$ cat src/rtl/mant_div_pkg.sv
// Shared FPU definitions: mantissa width and the sequential divider state encoding.
package mant_div_pkg;

    localparam int unsigned default_width = 24;

    typedef enum logic [1:0] {
        IDLE = 2'd0,
        RUN  = 2'd1,
        DONE = 2'd2
    } fsm_state_t;

endpackage

$ cat src/rtl/mant_div.sv
// Restoring mantissa divider: one quotient bit per cycle, MSB first, width+1 bits total.
// Divide counterpart of the combinational mantissa multiplier in the FPU datapath.
module mant_div
    import mant_div_pkg::*;
#(
    parameter int width = default_width
) (
    input  logic             CLK,
    input  logic             RESETn,
    input  logic             Start,
    input  logic [width-1:0] Operand1,
    input  logic [width-1:0] Operand2,
    output logic             Busy,
    output logic             Done,
    output logic [width:0]   Quotient,
    output logic             Sticky,
    output logic             DivByZero,
    output fsm_state_t       fsm_state
);

    // Handshake: Start is taken only while Busy=0 (IDLE); Done pulses for one cycle
    // with Busy still high, and the results then hold until the next accepted Start.

    localparam int cw = $clog2(width + 1);

    fsm_state_t       state;
    logic [width-1:0] divisor;
    logic [width:0]   rem;
    logic [cw-1:0]    count;
    logic [width:0]   diff;
    logic             qbit;

    always_comb begin
        qbit = (rem >= {1'b0, divisor});
        diff = qbit ? (rem - {1'b0, divisor}) : rem;
    end

    always_ff @(posedge CLK or negedge RESETn) begin
        if (!RESETn) begin
            state     <= IDLE;
            divisor   <= '0;
            rem       <= '0;
            count     <= '0;
            Busy      <= 1'b0;
            Done      <= 1'b0;
            Quotient  <= '0;
            Sticky    <= 1'b0;
            DivByZero <= 1'b0;
        end else begin
            case (state)
                IDLE: begin
                    Done <= 1'b0;
                    if (Start) begin
                        divisor <= Operand2;
                        Busy    <= 1'b1;
                        Sticky  <= 1'b0;
                        if (Operand2 == '0) begin
                            // No iterations needed: report saturated quotient straight away.
                            state     <= DONE;
                            Done      <= 1'b1;
                            Quotient  <= '1;
                            DivByZero <= 1'b1;
                            rem       <= '0;
                            count     <= '0;
                        end else begin
                            state     <= RUN;
                            Quotient  <= '0;
                            DivByZero <= 1'b0;
                            rem       <= {1'b0, Operand1};
                            count     <= cw'(width);
                        end
                    end
                end
                RUN: begin
                    Quotient <= {Quotient[width-1:0], qbit};
                    rem      <= {diff[width-1:0], 1'b0};
                    count    <= count - 1'b1;
                    if (count == '0) begin
                        state  <= DONE;
                        Done   <= 1'b1;
                        Sticky <= (diff != '0);
                    end
                end
                DONE: begin
                    state <= IDLE;
                    Done  <= 1'b0;
                    Busy  <= 1'b0;
                end
                default: begin
                    state <= IDLE;
                    Done  <= 1'b0;
                    Busy  <= 1'b0;
                end
            endcase
        end
    end

    assign fsm_state = state;

endmodule

$ cat config.mk
export PLATFORM = sky130hd
export DESIGN_NAME = mant_div
export DESIGN_NICKNAME = d
export VERILOG_FILES = /design/src/rtl/mant_div_pkg.sv /design/src/rtl/mant_div.sv
export SDC_FILE = /design/constraint.sdc
export NUM_CORES = 1
export LEC_CHECK = 0
export BUFFER_PORTS_ARGS = -buffer_cell sky130_fd_sc_hd__buf_4
export CORE_ASPECT_RATIO = 2
export CORE_MARGIN = 3
export CORE_UTILIZATION = 47
export DETAILED_ROUTE_END_ITERATION = 16
export HOLD_SLACK_MARGIN = 0.02
export PLACE_DENSITY = 0.8
export RECOVER_POWER = 50
export SYNTH_ARGS = -nofsm -noshare
export SYNTH_HDL_FRONTEND = slang
export SYNTH_SLANG_ARGS = --single-unit
$ cat constraint.sdc
create_clock -name CLK -period 3.8 [get_ports CLK]
set_input_delay 0.76 -clock CLK [delete_from_list [all_inputs] [get_ports CLK]]
set_output_delay 0.76 -clock CLK [all_outputs]
set_load 0.02 [all_outputs]
==> results of run 1 <==
## synth_stat cells (all sizes together) (6+ instances only)
cell | n | share of area (%)
nor2 | 43 | 2.9
buf | 9 | 1.2
o21ai | 102 | 9.1
a21oi | 74 | 6.8
a22oi | 6 | 0.80
and2 | 9 | 1.1
clkbuf | 27 | 2.0
nand3 | 7 | 0.63
inv | 33 | 2.2
nor4 | 15 | 1.7
a21o | 8 | 1.1
nand2b | 6 | 0.67
a211oi | 6 | 0.80
xnor2 | 10 | 1.6
nor3 | 10 | 0.89
xor2 | 8 | 1.3
mux2i | 17 | 3.0
dfrtp | 85 | 38
ha | 26 | 5.8
nand2 | 106 | 7.1
o211ai | 6 | 0.80
## layout make-up
class | count | area share (%)
clock buffer | 9 | 3.41
clock inverter | 6 | 1.08
inverter | 33 | 1.87
multi-input combinational | 531 | 48.1
sequential | 85 | 32.2
tap | 142 | 2.69
timing repair buffer | 94 | 10.7
## registers in the layout, summed over array words and instances, names as in the netlist
name,count
Busy,1
DivByZero,1
Done,1
Quotient,25
Sticky,1
count,5
divisor,24
fsm_state,2
rem,25
## worst max-delay path: stages, from the launching register on
cell	delay [ps]
dfrtp_1	410
ha_1	380
a21o_2	260
or2_2	330
o221ai_1	270
a21oi_2	110
mux2i_1	140
or4_1	510
or4_1	500
o31ai_2	190
a31oi_1	100
## per-layer routing
layer,vias up,share of wire (%)
met1,2611,37
met4,0,5.3
met5,-,0
li1,2578,-
met2,156,55
met3,45,3.3
## stage by stage
stage	setup slack [ps]	std cells	cell area [µm²]	hold WS [ps]	util, %
after floorplan	665	685	5600	452	-
after global placement	497	885	6330	468	55.1
after detailed placement	454	885	6330	483	55.1
after CTS	448	900	6630	458	57.6
after global routing	206	900	6610	536	57.5
final	456	900	6610	496	57.5
## kinds of logic after synthesis
group	after synthesis	synth area share [%]
AO/OA/AOI/OAI	236	24.5
AND/OR/NAND/NOR	232	19.8
flip-flops	85	38.0
buffers and inverters	69	5.43
adder cells (fa/ha/maj)	27	6.17
XOR/XNOR	18	2.82
multiplexers	18	3.24
## how the worst min path moves through the flow
stage                                        start                       end  cells past startpoint
final                       divisor[0]$_DFFE_PN0P_    divisor[0]$_DFFE_PN0P_                      2
after global routing      Quotient[24]$_DFFE_PN0P_  Quotient[24]$_DFFE_PN0P_                      2
after CTS                                   RESETn  Quotient[22]$_DFFE_PN0P_                      1
after detailed placement    divisor[0]$_DFFE_PN0P_    divisor[0]$_DFFE_PN0P_                      2
after global placement      divisor[0]$_DFFE_PN0P_    divisor[0]$_DFFE_PN0P_                      2
after floorplan             divisor[0]$_DFFE_PN0P_    divisor[0]$_DFFE_PN0P_                      2
==> out/metrics.cfg, run 1 <==
[status]
status = finished with violations
violations = capacitance limit, slew limit

[grt]
grt_max_degree = 64
grt-busiest-layer = met2
grt_pass1_wl_mm = 27.7
grt_use_met2_pct = 48.7
grtUsageTotal_pct = 26.2
use_met3_pct = 3.39
grt_pass1_vias = 5392
met1_usage_pct = 27.8
grt_overflow_total = 0
antenna_found_initial = 0

[placement]
place_congestion = 1.02
dp_hpwl_mm = 13.5
buffer_ports.inserted = 81

[sta]
post-route-period-util_pct = 88.0
drv_slew = 99
setup_viol = 0
rsz0062_at_grt = false
slew_headroom_pct = -75.1
clock_skew_ps = 6.86
period_needed_ps = 3340
finalSetupTns_ps = 0
tightest_slew_ps = 2630
timing.fmax_ghz = 0.299
hold_viol_final = 0

[final_layout]
drive_gt1_share_pct = 17.5
nNetsFinal = 832
regArea_mm2 = 0.00213
layout_commonest_cell = nand2_1
fillers = 1046
diodes = 0
final_cell_mix = nand2_1 (106), o21ai_0 (101), buf_4 (89)
areaGrowthSynthToFinish_pct = 18.2
multi_input_area_mm2 = 0.00318

[clocking]
cts_sinks = 85
cts_buffer_depth = 2
cts_tree = yes
clk_latency_ps = 340
path_clk_slew_ps = 70
cts_setup_buffers = 0
numCtsBuffers = 9
cts-root-buf = clkbuf_16
postCtsHoldBufs = 0
htree_levels = 3
post_cts_resized = 0

[synth]
syn_inst = 685
synth_cell_type_count = 69
yosys_warnings = 0
synth_ff_type = dfrtp_1
ys_seq_elements = 85
synth_nets = 763
syn_area_mm2 = 0.00560
seq_area_frac_synth_pct = 38.0
async_reset_ff_share_pct = 100
synth_area_per_cell_um2 = 8.17
synth_edf_count = 0

[worst_setup_path]
rrSetupSlack_ps = 460
cp-start-kind = flip-flop
crit_fanout = 8
reg2reg_from = rem[9]$_DFFE_PN0P_
cp-endpoint = Sticky$_DFFE_PN0P_
critical_path_class = flip-flop to flip-flop
cp-end-kind = flip-flop
startpoint = rem[9]$_DFFE_PN0P_
rr_endpoint = Sticky$_DFFE_PN0P_
cp_data_arrival_time_ps = 3550
worst_ep_required_time_ps = 4010
ff2ff_path_depth = 10

[floorplan]
core-area_mm2 = 0.0115
initial_core_util_pct = 48.7
io_pins = 82
die_h_um = 160
die_x_um = 83.2
num_rows = 55
die-area_mm2 = 0.0133

[routing]
drtAntennaViolNets = 0
wl_per_cell_um = 19.4
dr_total_vias = 5390
drc = 0
drtIter0Drc = 296
wirelength_mm = 17.5
via_per_inst = 5.99
dr.pass1.iters = 5

[run]
cap_violations = 2

[min_path]
worstHoldPathType = flip-flop to flip-flop

Power of run 1 is not shown: default switching activity piles up to over one toggle a cycle in this logic, so the estimate is an artifact.
==> run 2, diff against run 1 <==
Settings changed: CTS_BUF_LIST set to sky130_fd_sc_hd__clkbuf_8.
==> run 2 against run 1 <==
- the run still ends with capacitance limit, slew limit left
- sequential cell count stayed put
- count of clock-buffer cells in the layout stayed put
- die area stayed put
- utilization is 0.89 points lower
==> out/metrics.cfg, run 2 (same netlist as run 1, synthesis figures left out) <==
[sta]
setup_viol = 0
slew_headroom_pct = -73.9
rsz0062_at_grt = false
clock_skew_ps = 9.01
finalSetupTns_ps = 0
setup_slack_ps = 444
timing.fmax_ghz = 0.298
tightest_slew_ps = 2610
period_needed_ps = 3360
drv_slew = 99
hold_viol_final = 0
post-route-period-util_pct = 88.3

[status]
status = finished with violations
violations = capacitance limit, slew limit

[placement]
dp_hpwl_mm = 13.5
place_congestion = 1.02
place_ws_ps = 454
buffer_ports.inserted = 81

[floorplan]
core-area_mm2 = 0.0115
num_rows = 55
io_pins = 82
die_h_um = 160
die_x_um = 83.2
die-area_mm2 = 0.0133
initial_core_util_pct = 48.7

[worst_setup_path]
rr_endpoint = Sticky$_DFFE_PN0P_
critical_path_class = flip-flop to flip-flop
ff2ff_path_depth = 10
cp_data_arrival_time_ps = 3600
crit_fanout = 8
worst_ep_required_time_ps = 4040
cp-end-kind = flip-flop
reg2reg_from = rem[9]$_DFFE_PN0P_
cp-start-kind = flip-flop
rrSetupSlack_ps = 440

[final_layout]
final_cell_mix = nand2_1 (106), o21ai_0 (101), buf_4 (89)
nNetsFinal = 832
areaGrowthSynthToFinish_pct = 16.3
diodes = 0
drive_gt1_share_pct = 17.4
top_regs = Quotient (25), rem (25), divisor (24)
layout_commonest_cell = nand2_1

[routing]
dr.pass1.iters = 5
wl_met3_um = 621
drtAntennaViolNets = 0
dr_total_vias = 5365
drc = 0
top_layer_used = met4
wirelength_mm = 17.4
wl_met2_mm = 9.44
wl_per_cell_um = 19.3
via_per_inst = 5.96
wl_met1_mm = 6.43
drtIter0Drc = 278

[clocking]
post_cts_resized = 0
htree_levels = 3
numCtsBuffers = 9
path_clk_slew_ps = 90
cts_setup_buffers = 0
clk_latency_ps = 370
cts_tree = yes
cts_sinks = 85
postCtsHoldBufs = 0
cts-root-buf = clkbuf_8
cts_buffer_depth = 2

[grt]
grt_pass1_vias = 5375
grtUsageTotal_pct = 26.1
antenna_found_initial = 0
grt_max_degree = 64
grt_overflow_total = 0
grt_pass1_wl_mm = 27.6

[min_path]
holdPathEnd = divisor[0]$_DFFE_PN0P_
hold_depth = 2
worstHoldPathType = flip-flop to flip-flop
hp-start = divisor[0]$_DFFE_PN0P_

[run]
cap_violations = 2

run 2: worst max-delay path: stages (launching register included):
cell,delay (ps)
dfrtp_1,420
ha_1,380
a21o_2,260
or2_2,330
o221ai_1,280
a21oi_2,110
mux2i_1,140
or4_1,510
or4_1,500
o31ai_2,190
a31oi_1,100
run 2: cell type report:
cell class | instances | area (µm²)
clock buffer | 9 | 124
timing repair buffer | 94 | 704
multi-input combinational | 531 | 3180
sequential | 85 | 2130
tap | 142 | 178
clock inverter | 6 | 71.3
fill | 1060 | 4980
inverter | 33 | 124
run 2: per-stage QoR:
step           hold WS [ps]  instances  utilization, %  area [µm²]
6_report                502        900            56.6        6510
5_1_grt                 544        900            56.6        6510
2_1_floorplan           452        685               -        5600
3_5_place_dp            483        885            55.1        6330
4_1_cts                 416        900            56.8        6520
3_3_place_gp            468        885            55.1        6330
run 2: worst max-delay path by stage:
| stage | startpoint | to | slack, ps |
|---|---|---|---|
| 3_3_place_gp | rem[9]$_DFFE_PN0P_ | Sticky$_DFFE_PN0P_ | 500 |
| 5_1_grt | rem[0]$_DFFE_PN0P_ | Sticky$_DFFE_PN0P_ | 200 |
| 6_report | rem[9]$_DFFE_PN0P_ | Sticky$_DFFE_PN0P_ | 440 |
| 4_1_cts | rem[9]$_DFFE_PN0P_ | Sticky$_DFFE_PN0P_ | 450 |
| 3_5_place_dp | rem[9]$_DFFE_PN0P_ | Sticky$_DFFE_PN0P_ | 450 |
| 2_1_floorplan | rem[0]$_DFFE_PN0P_ | Sticky$_DFFE_PN0P_ | 660 |
run 2: per-layer routing:
layer | vias up | GRT usage (%)
met3 | 43 | 3.90
met1 | 2606 | 27.9
met5 | - | 0
li1 | 2574 | -
met4 | 0 | 14.4
met2 | 142 | 48.2
Power of run 2 is left out for the same reason.
==> run 3, diff against run 2 <==
--- a/config.mk
+++ b/config.mk
@@ -6,4 +6,5 @@
 export NUM_CORES = 1
 export LEC_CHECK = 0
+export ABC_AREA = 1
 export BUFFER_PORTS_ARGS = -buffer_cell sky130_fd_sc_hd__buf_4
 export CORE_ASPECT_RATIO = 2
@@ -13,6 +14,7 @@
 export DETAILED_ROUTE_END_ITERATION = 16
 export HOLD_SLACK_MARGIN = 0.02
-export PLACE_DENSITY = 0.8
+export PLACE_DENSITY = 0.79
 export RECOVER_POWER = 50
+export SLEW_MARGIN = 25
 export SYNTH_ARGS = -nofsm -noshare
 export SYNTH_HDL_FRONTEND = slang
==> constraint.sdc (replaced) <==
create_clock -name CLK -period 3.8 [get_ports CLK]
set_input_delay 0 -clock CLK [delete_from_list [all_inputs] [get_ports CLK]]
set_output_delay 0 -clock CLK [all_outputs]
set_load 0.02 [all_outputs]
==> run 3 against run 2 <==
- the flow still finishes with violations (capacitance limit, slew limit)
- via count increased by 13%
- cell area up 8.9%
- final cell count is 27% higher
- count of clock-buffer cells in the layout unchanged
==> out/metrics.cfg, run 3 <==
[synth]
synth_area_per_cell_um2 = 6.64
synth_edf_count = 0
syn_inst = 877
synth_top_area_cell = dfrtp_1
synth.most_common_cell = nand2_1
synth_ff_type = dfrtp_1
synth_cell_type_count = 39
yosys_warnings = 0
ys_seq_elements = 85
seq_area_frac_synth_pct = 36.5
synth_commonest_cells = nand2_1 (344), inv_1 (106), dfrtp_1 (85)
async_reset_ff_share_pct = 100
syn_area_mm2 = 0.00582
synth_top_cells_by_area = dfrtp_1 (37%), nand2_1 (22%), inv_1 (6.8%)
synth_nets = 955
synth_top_area_share_pct = 36.5

[floorplan]
core-area_mm2 = 0.0119
io_pins = 82
die-area_mm2 = 0.0138
die_h_um = 163
die_x_um = 84.7
initial_core_util_pct = 48.9
num_rows = 56

[grt]
grt_pass1_wl_mm = 29.6
grtUsageTotal_pct = 27.2
met1_usage_pct = 29.7
grt_use_met2_pct = 50.2
grt_max_degree = 50
use_met3_pct = 3.63
grt-busiest-layer = met2
antenna_found_initial = 0
grt_overflow_total = 0
grt_pass1_vias = 6107

[final_layout]
nNetsFinal = 1075
drive_gt1_share_pct = 9.88
final_cell_mix = nand2_1 (344), inv_1 (107), dfrtp_1 (85)
design_area_mm2 = 0.00709
areaGrowthSynthToFinish_pct = 21.8
top_regs = Quotient (25), rem (25), divisor (24)
diodes = 0
layout_commonest_cell = nand2_1

[routing]
via_per_inst = 5.28
drtAntennaViolNets = 0
drtIter0Drc = 371
dr_total_vias = 6051
drc = 0
wirelength_mm = 18.1
wl_per_cell_um = 15.8
dr.pass1.iters = 8

[worst_setup_path]
crit_fanout = 31
critPathTopFamily = simple AND/OR/NAND/NOR gates
cpMostUsedCell = nand2_1
cp.depth = 16
cp-endpoint = Sticky$_DFFE_PN0P_
rrSetupSlack_ps = 790
max_stage_delay_ps = 410
worstPathCellList = ha_1 > nand2_1 > nor2_2 > nand2_1 > nor2_2 > nand2_1 > nand3_2 > nor2_8 > nand2_4 > or2_2 > nand2_1 > nand2_1 > nor2_1 > nand2_1 > o21ai_1 > nand2_1
reg2reg_from = rem[20]$_DFFE_PN0P_
rr_endpoint = Sticky$_DFFE_PN0P_
cp_slowest_cell = dfrtp_1
cp_data_arrival_time_ps = 3290
critPathBufInv = 0
critical_path_class = flip-flop to flip-flop
cp-end-kind = flip-flop
ff2ff_path_depth = 16
worst_ep_required_time_ps = 4080
cp-start-kind = flip-flop
startpoint = rem[20]$_DFFE_PN0P_

[clocking]
numCtsBuffers = 9
cts_buffer_depth = 2
cts_setup_buffers = 0
clk_latency_ps = 370
cts-root-buf = clkbuf_8
cts_sinks = 85
path_clk_slew_ps = 110
post_cts_resized = 0
htree_levels = 3
cts_tree = yes

[status]
status = finished with violations
violations = capacitance limit, slew limit

[sta]
hold_viol_final = 0
rsz0062_at_grt = false
slew_headroom_pct = -42.5
setup_slack_ps = 787
timing.fmax_ghz = 0.332
drv_slew = 39
period_needed_ps = 3010
clock_skew_ps = 18.9
setup_viol = 0
tightest_slew_ps = 2140
post-route-period-util_pct = 79.3
finalSetupTns_ps = 0

[min_path]
worstHoldPathType = primary input to flip-flop

[placement]
place_congestion = 1.07
place_ws_ps = 791
placed_area_mm2 = 0.00654
dp_hpwl_mm = 13.5
buffer_ports.inserted = 81

[run]
cap_violations = 1

## run 3: cell count changes in the layout (fill, tap and decap cells not counted), moves of 17 or more
cell / delta
a21oi_1: -53
a31oi_1: +20
buf_4: -35
clkbuf_1: +29
dlygate4sd3_1: +49
inv_1: +74
mux2i_1: -17
nand2_1: +238
nand3_1: +49
nor2_1: +22
o21ai_0: -46
## run 3: layout make-up
cell class                 count  area (µm²)
clock buffer                   9         124
clock inverter                 7        50.0
fill                        1184        4820
inverter                     114         428
multi-input combinational    651        3160
sequential                    85        2130
tap                          145         181
timing repair buffer         136        1020
## run 3: logic make-up after synthesis
group | share of synthesized area, %
compound gates | 10.5
xor+xnor | 1.50
fa+ha+maj | 5.93
buf+inv | 9.46
flops | 36.5
simple gates | 36.1
## run 3: worst reg2reg max path, stage by stage (launching register included)
cell and delay (ps):
dfrtp_1 410, ha_1 390, nand2_1 180, nor2_2 60
nand2_1 100, nor2_2 50, nand2_1 110, nand3_2 130
nor2_8 300, nand2_4 320, or2_2 390, nand2_1 70
nand2_1 70, nor2_1 110, nand2_1 50, o21ai_1 130
nand2_1 60
## run 3: repair_timing
item	CTS	global route
hold buffers	49	0
endpoints found under the hold margin	85	0
endpoints found under the setup margin	0	0
## run 3: stage by stage
step           hold slack, ps  util [%]  instances
3_3_place_gp             10.4      54.9       1082
2_1_floorplan            -296         -        877
6_report                  309      59.5       1147
3_5_place_dp             19.6      54.9       1082
4_1_cts                   155      60.5       1147
5_1_grt                   336      59.5       1147
## run 3: worst min-delay path by stage
stage / start / to / cells past startpoint
2_1_floorplan: RESETn / Busy$_DFFE_PN0P_ / 0
3_3_place_gp: RESETn / Quotient[5]$_DFFE_PN0P_ / 1
3_5_place_dp: RESETn / Quotient[4]$_DFFE_PN0P_ / 1
4_1_cts: RESETn / Quotient[4]$_DFFE_PN0P_ / 2
5_1_grt: Start / Quotient[2]$_DFFE_PN0P_ / 7
6_report: Start / Quotient[2]$_DFFE_PN0P_ / 7
## run 3: metal layers
metal	wire (µm)	vias up	part of all wire (%)
met5	0	-	0
met4	920	0	5.1
met3	740	54	4.1
met2	9730	179	54
met1	6750	2815	37
li1	-	3003	-
Power of run 3 is left out for the same reason.
